--- config.mk ---
export PLATFORM = sky130hd
export DESIGN_NAME = cnt_load_sched
export DESIGN_NICKNAME = d
export VERILOG_FILES = /design/src/rtl/cnt_sched_pkg.sv /design/src/rtl/rr_pick.sv /design/src/rtl/cnt_load_sched.sv
export SDC_FILE = /design/constraint.sdc
export NUM_CORES = 1
export LEC_CHECK = 0
export CAP_MARGIN = 25
export CORE_MARGIN = 2
export CORE_UTILIZATION = 43
export DETAILED_ROUTE_END_ITERATION = 10
export MAX_ROUTING_LAYER = met4
export PLACE_DENSITY = 0.79
export SYNTH_ARGS = -nofsm -noshare
export SYNTH_HDL_FRONTEND = slang
export SYNTH_SLANG_ARGS = --single-unit
--- constraint.sdc ---
create_clock -name clk -period 2.85 [get_ports clk]
set_clock_uncertainty 0.15 [all_clocks]
set_input_delay 0.57 -clock clk [delete_from_list [all_inputs] [get_ports clk]]
set_output_delay 0.57 -clock clk [all_outputs]
set_load 0.03 [all_outputs]
--- src/rtl/cnt_sched_pkg.sv ---
// Shared types and default sizing for the counter load/clear scheduler.
package cnt_sched_pkg;

  typedef enum logic [1:0] {
    IDLE    = 2'd0,
    CLEAR   = 2'd1,
    LOAD    = 2'd2,
    RELEASE = 2'd3
  } state_t;

  localparam int DEF_NREQ     = 4;
  localparam int DEF_WIDTH    = 8;
  localparam int DEF_HOLD_CYC = 2;

endpackage

--- src/rtl/rr_pick.sv ---
// Rotate-priority picker: first set request after 'last', wrapping modulo NREQ.
module rr_pick #(
  parameter int NREQ = 4
) (
  input  logic [NREQ-1:0]         req,
  input  logic [$clog2(NREQ)-1:0] last,
  output logic [NREQ-1:0]         win_onehot,
  output logic [$clog2(NREQ)-1:0] win_idx
);

  localparam int IW = $clog2(NREQ);

  logic [NREQ-1:0] rot;
  logic            found;

  // rot[0] is the requester just after the previous winner
  for (genvar gi = 0; gi < NREQ; gi++) begin : g_rot
    assign rot[gi] = req[IW'((int'(last) + 1 + gi) % NREQ)];
  end

  always_comb begin
    win_idx = '0;
    found   = 1'b0;
    for (int j = 0; j < NREQ; j++) begin
      if (!found && rot[j]) begin
        found   = 1'b1;
        win_idx = IW'((int'(last) + 1 + j) % NREQ);
      end
    end
    win_onehot = found ? (NREQ'(1) << win_idx) : '0;
  end

endmodule

--- src/rtl/cnt_load_sched.sv ---
// Arbitrates preset/clear requests onto a shared counter's clr/pr/n inputs.
// Optional readback check of the counter output: define CNT_LOAD_SCHED_CHECK_EN.
module cnt_load_sched
  import cnt_sched_pkg::*;
#(
  parameter int NREQ     = DEF_NREQ,
  parameter int WIDTH    = DEF_WIDTH,
  parameter int HOLD_CYC = DEF_HOLD_CYC
) (
  input  logic                    clk,
  input  logic                    clr_n,
  input  logic [NREQ-1:0]         req,
  input  logic [NREQ*WIDTH-1:0]   req_val,
  input  logic                    clr_req,
`ifdef CNT_LOAD_SCHED_CHECK_EN
  input  logic [WIDTH-1:0]        cnt_q,
  output logic                    err,
`endif
  output logic [NREQ-1:0]         gnt,
  output logic [NREQ-1:0]         done,
  output logic                    cnt_clr,
  output logic                    cnt_pr,
  output logic [WIDTH-1:0]        cnt_n,
  output logic                    busy
);

  localparam int IW = $clog2(NREQ);
  localparam int HW = $clog2(HOLD_CYC + 1);
  localparam logic [HW-1:0] HOLD_LAST = HW'(HOLD_CYC - 1);

  state_t          state_reg;
  logic [HW-1:0]   hold_reg;
  logic [IW-1:0]   last_reg;
  logic            pend_reg;
  logic [NREQ-1:0] win_onehot;
  logic [IW-1:0]   win_idx;
  logic [WIDTH-1:0] vals [NREQ];
  logic            hold_end;

  for (genvar gi = 0; gi < NREQ; gi++) begin : g_vals
    assign vals[gi] = req_val[gi*WIDTH +: WIDTH];
  end

  rr_pick #(.NREQ(NREQ)) u_pick (
    .req        (req),
    .last       (last_reg),
    .win_onehot (win_onehot),
    .win_idx    (win_idx)
  );

  assign hold_end = (hold_reg == HOLD_LAST);
  assign busy     = (state_reg != IDLE);

  always_ff @(posedge clk or negedge clr_n) begin
    if (!clr_n) begin
      state_reg <= IDLE;
      hold_reg  <= '0;
      last_reg  <= IW'(NREQ - 1);
      pend_reg  <= 1'b0;
      gnt       <= '0;
      done      <= '0;
      cnt_clr   <= 1'b0;
      cnt_pr    <= 1'b0;
      cnt_n     <= '0;
    end else begin
      done <= '0;
      case (state_reg)
        IDLE: begin
          hold_reg <= '0;
          // A pending or same-cycle clear always wins over presets
          if (pend_reg || clr_req) begin
            pend_reg  <= 1'b0;
            cnt_clr   <= 1'b1;
            state_reg <= CLEAR;
          end else if (|req) begin
            gnt       <= win_onehot;
            last_reg  <= win_idx;
            cnt_n     <= vals[win_idx];
            cnt_pr    <= 1'b1;
            state_reg <= LOAD;
          end
        end
        CLEAR, LOAD: begin
          pend_reg <= pend_reg | clr_req;
          if (hold_end) begin
            cnt_clr   <= 1'b0;
            cnt_pr    <= 1'b0;
            gnt       <= '0;
            done      <= gnt;   // zero after a CLEAR, so no completion pulse
            hold_reg  <= '0;
            state_reg <= RELEASE;
          end else begin
            hold_reg <= hold_reg + 1'b1;
          end
        end
        RELEASE: begin
          pend_reg  <= pend_reg | clr_req;
          state_reg <= IDLE;
        end
        default: state_reg <= IDLE;
      endcase
    end
  end

`ifdef CNT_LOAD_SCHED_CHECK_EN
  // Counter must reflect the forced value by the final hold cycle
  always_ff @(posedge clk or negedge clr_n) begin
    if (!clr_n) begin
      err <= 1'b0;
    end else if (hold_end &&
                 ((state_reg == LOAD  && cnt_q != cnt_n) ||
                  (state_reg == CLEAR && cnt_q != '0))) begin
      err <= 1'b1;
    end
  end
`endif

endmodule

# Yosys cells after proc, flatten, opt, wreduce, memory -nomap -nowiden
# Index checks and enable logic that the tools add are counted.
# totals
ff_bits,25
latch_bits,0
ram_bits,0
mem_bits_ro,0
input_bits,39
word_cells,93
mem_count,0
# classes
addsub,5
n_mul,0
div_mod_pow,0
n_lt_le_gt_ge,5
n_eq_ne,9
shift,1
muxes,44
bitwise_logic,3
n_reduce_logical,17
# ops
operator,count
$mux 4,6
$mux 1,17
$bmux 8 s2,1
$lt 2x4->1 const B,4
$mux 2,8
$mux 8,2
$bmux 1 s2,4
$ne 2x2->1 const B,4
$pmux 4 s2,1
$add 2x1->2 const B,3
$pmux 1 s2,3
$pmux 2 s3,1
$reduce_and 3->1,2
$add 2x2->2 const B,2
$eq 2x1->1 const B,2
$eq 2x2->1 const B,2
$pmux 2 s2,1
$reduce_and 4->1,1
$reduce_bool 2->1,2
$reduce_or 4->1,1
$shl 1x2->4 const A,1
$ge 3x3->1 const B,1
$logic_and 1x1->1,3
$logic_not 1->1,3
other kinds (9),9

# Longest topological paths before layout
# depth
ltp_word,19
ltp_mapped,9
ltp_nobuf,7

# Hierarchy
# From an unflattened synthesis, not the netlist that was laid out.
# hier_totals
hier_cells,130
area_unflattened_um2,1532.7
# modules_own_cells
mod,n_inst,cells_per_inst,area_each_um2,seq_area_each_um2
cnt_load_sched,1,97,1313.8,628.1
rr_pick,1,33,219.0,0.0

# Worst setup path after synthesis
# Ideal clock, no wire load.
# synth_path
kind,input-to-reg
from,input req[0]
to,register cnt_n[4]
setup_time_ns,0.126
t_arrival_ns,1.860
path_slack_ns,0.714
cell_stages,7
n_path_buf,2
path_cell_list,or4_4 and2_4 buf_6 buf_8 nand3_2 mux2i_1 a221o_1
# synth_via
elab_chain_len,17
word_cells_on_any_way,31
# synth_lines
element,line,text
from (decl),cnt_load_sched.sv:12,"input logic [NREQ-1:0] req,"
$bmux 1 s2,rr_pick.sv:18,assign rot[gi] = req[IW'((int'(last) + 1 + gi) % NREQ)];
$mux 1 (not written as such) (2 in series),rr_pick.sv:18,
$mux 1,rr_pick.sv:25,if (!found && rot[j]) begin
$logic_not 1->1,rr_pick.sv:25,
$logic_and 1x1->1,rr_pick.sv:25,
$mux 1,rr_pick.sv:25,
$logic_not 1->1,rr_pick.sv:25,
$logic_and 1x1->1,rr_pick.sv:25,
$mux 1,rr_pick.sv:25,
$logic_not 1->1,rr_pick.sv:25,
$logic_and 1x1->1,rr_pick.sv:25,
$mux 2,rr_pick.sv:25,
$not 2->3 (not written as such),cnt_load_sched.sv:78,cnt_n <= vals[win_idx];
$bmux 8 s2,cnt_load_sched.sv:78,
$mux 8 (not written as such) (2 in series),cnt_load_sched.sv:78,
to (signal assigned),cnt_load_sched.sv:78,
to (decl),cnt_load_sched.sv:23,"output logic [WIDTH-1:0] cnt_n,"
# Parallel ways exist; a longest one is shown, timed or not. The select of a mux whose other input is x is not followed.
# A chain may end at the register's enable or synchronous reset.

# Worst setup path in the final report
# layout_path
from,register state_reg[0]
to,output busy
# layout_via
elab_chain_len,1
# layout_lines
element,line,text
from (decl),cnt_load_sched.sv:31,state_t state_reg;
from (signal assigned),cnt_load_sched.sv:56,state_reg <= IDLE;
from (signal assigned),cnt_load_sched.sv:74,state_reg <= CLEAR;
from (signal assigned),cnt_load_sched.sv:80,state_reg <= LOAD;
$reduce_bool 2->1,cnt_load_sched.sv:52,assign busy = (state_reg != IDLE);
to (decl),cnt_load_sched.sv:24,output logic busy
# No other way between the ends.

==> impl_results.md <==
* Starting density of the core at 0.444
* Area growth, synth to finish at 45.3%
* HP Start: last_reg[0]
* Period minus WS final at 2.50 ns
* Core area at 3310 sq um
* Sequential Power Share at 0.310
* Clk buf depth at 2
* Internal at 0.00108 W
* Routed Antenna Nets at 0
* Synth area leader: dfrtp_1
* RSZ-0062 raised after global routing: false
* Largest net degree at the start of global routing at 26
* Vias in the first global route at 1364
* Rel. slew slack at 0.619
* HP Class: register to register
* Post-Syn Nets at 183
* Layout Cells excl Fill at 246
* Share of the synthesized area in the top cell type at 0.391
* Starting DRT DRC Count at 62
* Hold Path Stages at 2
* Crit path kind: register to primary output
* P per Cell Area at 907 nW/um^2
* Grt ovf at 0
* Diodes inserted at 0
* Crit-path leading delay family: buffers and inverters
* CP most frequent cell: inv_1
* Wire per inst at 14.8 um
* Min-Delay Endpoint: last_reg[0]
* Final Hold Fails at 0
* Syn. warnings at 0
* Worst slew pin tran at 0.570 ns
* CTS tree: yes
* First-pass GRT wire length at 6.43 mm
* Largest registers: cnt_n x8, done x4, gnt x4
* Total GRT Usage at 0.212
* Post-synth top flop: dfrtp_1
* Vias per cell at 5.26
* Sw Pwr at 0.000860 W
* Setup_tns at 0 ns
* Fin crit share at 0.877
* Fin. max-slew vios at 0
* Crit Reg-Reg Startpoint: state_reg[0]
* Detailed placement HPWL at 2.84 mm
* Startpoint types: register
* Max incr delay on CP at 0.66 ns
* Num CTS Buffers at 3
* Post-Syn Instances at 142
* Crit. End Element: primary output
* Net Sw Frac at 0.444
* Clock root cell: clkbuf_4
* Detailed-route DRC error count at 0
* Share of cells above drive strength 1 at 0.140
* Comb pwr share at 0.606
* Worst Path Buf+Inv at 3
* # nets final at 242
* Hold-fix buffers, CTS at 0
* Post-Syn Area at 1470 sq um
* Crit path max fanout at 6
* Post-synth EDFFs at 0
* Arr. time, crit path at 1.78 ns
* Avg Inst Size Synth at 10.4 sq um
* IO Pins at 58
* Crit-path cells: inv_1 -> ha_1 -> inv_1 -> clkdlybuf4s50_1
* Leak at 0.903 nW
* R2R Path End: cnt_n[4]
* Maxcap violations at 0
* Async SR Flop Fraction at 1.00
* Total Die Area at 3900 sq um
* Postcts setup bufs at 0
* R2R depth at 6
* IO buf count at 57
* Number of cells after detailed placement at 242
* Synth top area cells: dfrtp_1 (39%), mux2i_1 (5.4%), nand3_2 (5.4%)
* Seq/Total Area, Yosys at 0.427
* Flop2flop setup slack at 0.58 ns
* Worst skew pair latency at 0.33 ns
* Die width at 62.5 um
* Seq cells post-synth at 25
* Status: complete, no violations
* H-tree depth at 1
* Commonest non-fill, non-tap cell in the layout: clkdlybuf4s50_1
* Fmax at 400 MHz
* CP max-delay cell: clkdlybuf4s50_1
* Die Ht at 62.5 um
* Max reg flops at 8
* Clk network pwr share at 0.084
* FP Rows at 21
* Clock sink total at 25
* RD Place Congestion at 0.835
* Clk slew on worst S/H paths at 0.14 ns
* Resize count post-CTS at 0
* Drt pass-1 iters at 4
* Final setup fails at 0
* Initial antenna violation count at 0
* Via count at 1293
* Commonest cells after routing, fill and taps aside: clkdlybuf4s50_1 (57), dfrtp_1 (23), nand2_1 (13), mux2i_1 (8), nand3_2 (8)
* WP data required at 2.13 ns
* Final WL at 3.64 mm
* Synth cell types at 42
* Most flop-heavy register: cnt_n
* Max IR drop VDD at 0.395 mV
## metrics by stage
| step | setup slack (ns) | instance area, sq um | utilization | power [W] | hold slack [ns] |
|---|---|---|---|---|---|
| final | 0.350 | 2140 | 0.645 | 0.00194 | 0.337 |
| after global routing | 0.272 | 2140 | 0.645 | 0.00209 | 0.389 |
| after CTS | 0.349 | 2140 | 0.645 | 0.00195 | 0.341 |
| after detailed placement | 0.118 | 2110 | 0.637 | 0.00178 | 0.319 |
| after global placement | 0.240 | 2110 | 0.637 | 0.00173 | 0.314 |
| after floorplan | 0.714 | 1470 | - | 0.00136 | 0.124 |
## cell usage after synthesis (4+ instances only)
cell / number
nand3_2: 8
mux2i_1: 8
nand3_1: 6
and3_1: 4
dfrtp_1: 23
a221o_1: 7
inv_1: 7
mux2_1: 5
nand2b_1: 4
nand2_1: 13
o21ai_0: 6
nor2_1: 7
nor2b_1: 5
## worst reg2reg max path: cells and delay by family (launching register included)
kind	cells	cell delay, ns
buf+inv	1	0.10
flops	1	0.42
fa+ha+maj	1	0.25
simple gates	3	1.04
compound gates	1	0.25
## final cells by class
cell class                      count  area (sq um)
Fill cell                         290          1170
Multi-Input combinational cell    102           763
Timing Repair Buffer               62           633
Sequential cell                    25           628
Tap cell                           46          57.6
Inverter                            7          26.3
Clock buffer                        3          22.5
Clock inverter                      1          5.00
## worst max-delay path by stage
| stage | cells past startpoint | to | from | slack, ns |
|---|---|---|---|---|
| finish | 4 | busy | state_reg[0] | 0.35 |
| global route | 4 | busy | state_reg[1] | 0.27 |
| CTS | 4 | busy | state_reg[0] | 0.35 |
| detailed placement | 7 | cnt_n[7] | req[2] | 0.12 |
| global placement | 7 | cnt_n[6] | req[2] | 0.24 |
| floorplan | 7 | cnt_n[4] | req[0] | 0.71 |
## metal layers
| layer | vias to the layer above | wire, um | GRT usage |
|---|---|---|---|
| met1 | 613 | 1530 | 0.262 |
| met2 | 48 | 1850 | 0.341 |
| met5 | - | 0 | - |
| met4 | 0 | 53 | 0.0750 |
| met3 | 5 | 205 | 0.0486 |
| li1 | 627 | - | - |
## power by group through the flow
stage	clock (W)	combinational (W)	sequential (W)
after floorplan	0	0.000597	0.000764
after global placement	0	0.00113	0.000597
after detailed placement	0	0.00118	0.000602
after CTS	0.000168	0.00118	0.000599
after global routing	0.000193	0.00127	0.000621
final	0.000163	0.00117	0.000600
## logic make-up after synthesis
family | after synthesis | share of synthesized area
buffers and inverters | 15 | 0.0630
AOI/OAI and AO/OA | 30 | 0.156
muxes | 16 | 0.116
DFF | 25 | 0.427
adders and majority gates | 2 | 0.0170
and+or+nand+nor | 54 | 0.221
(Power assumes the default switching activity.)
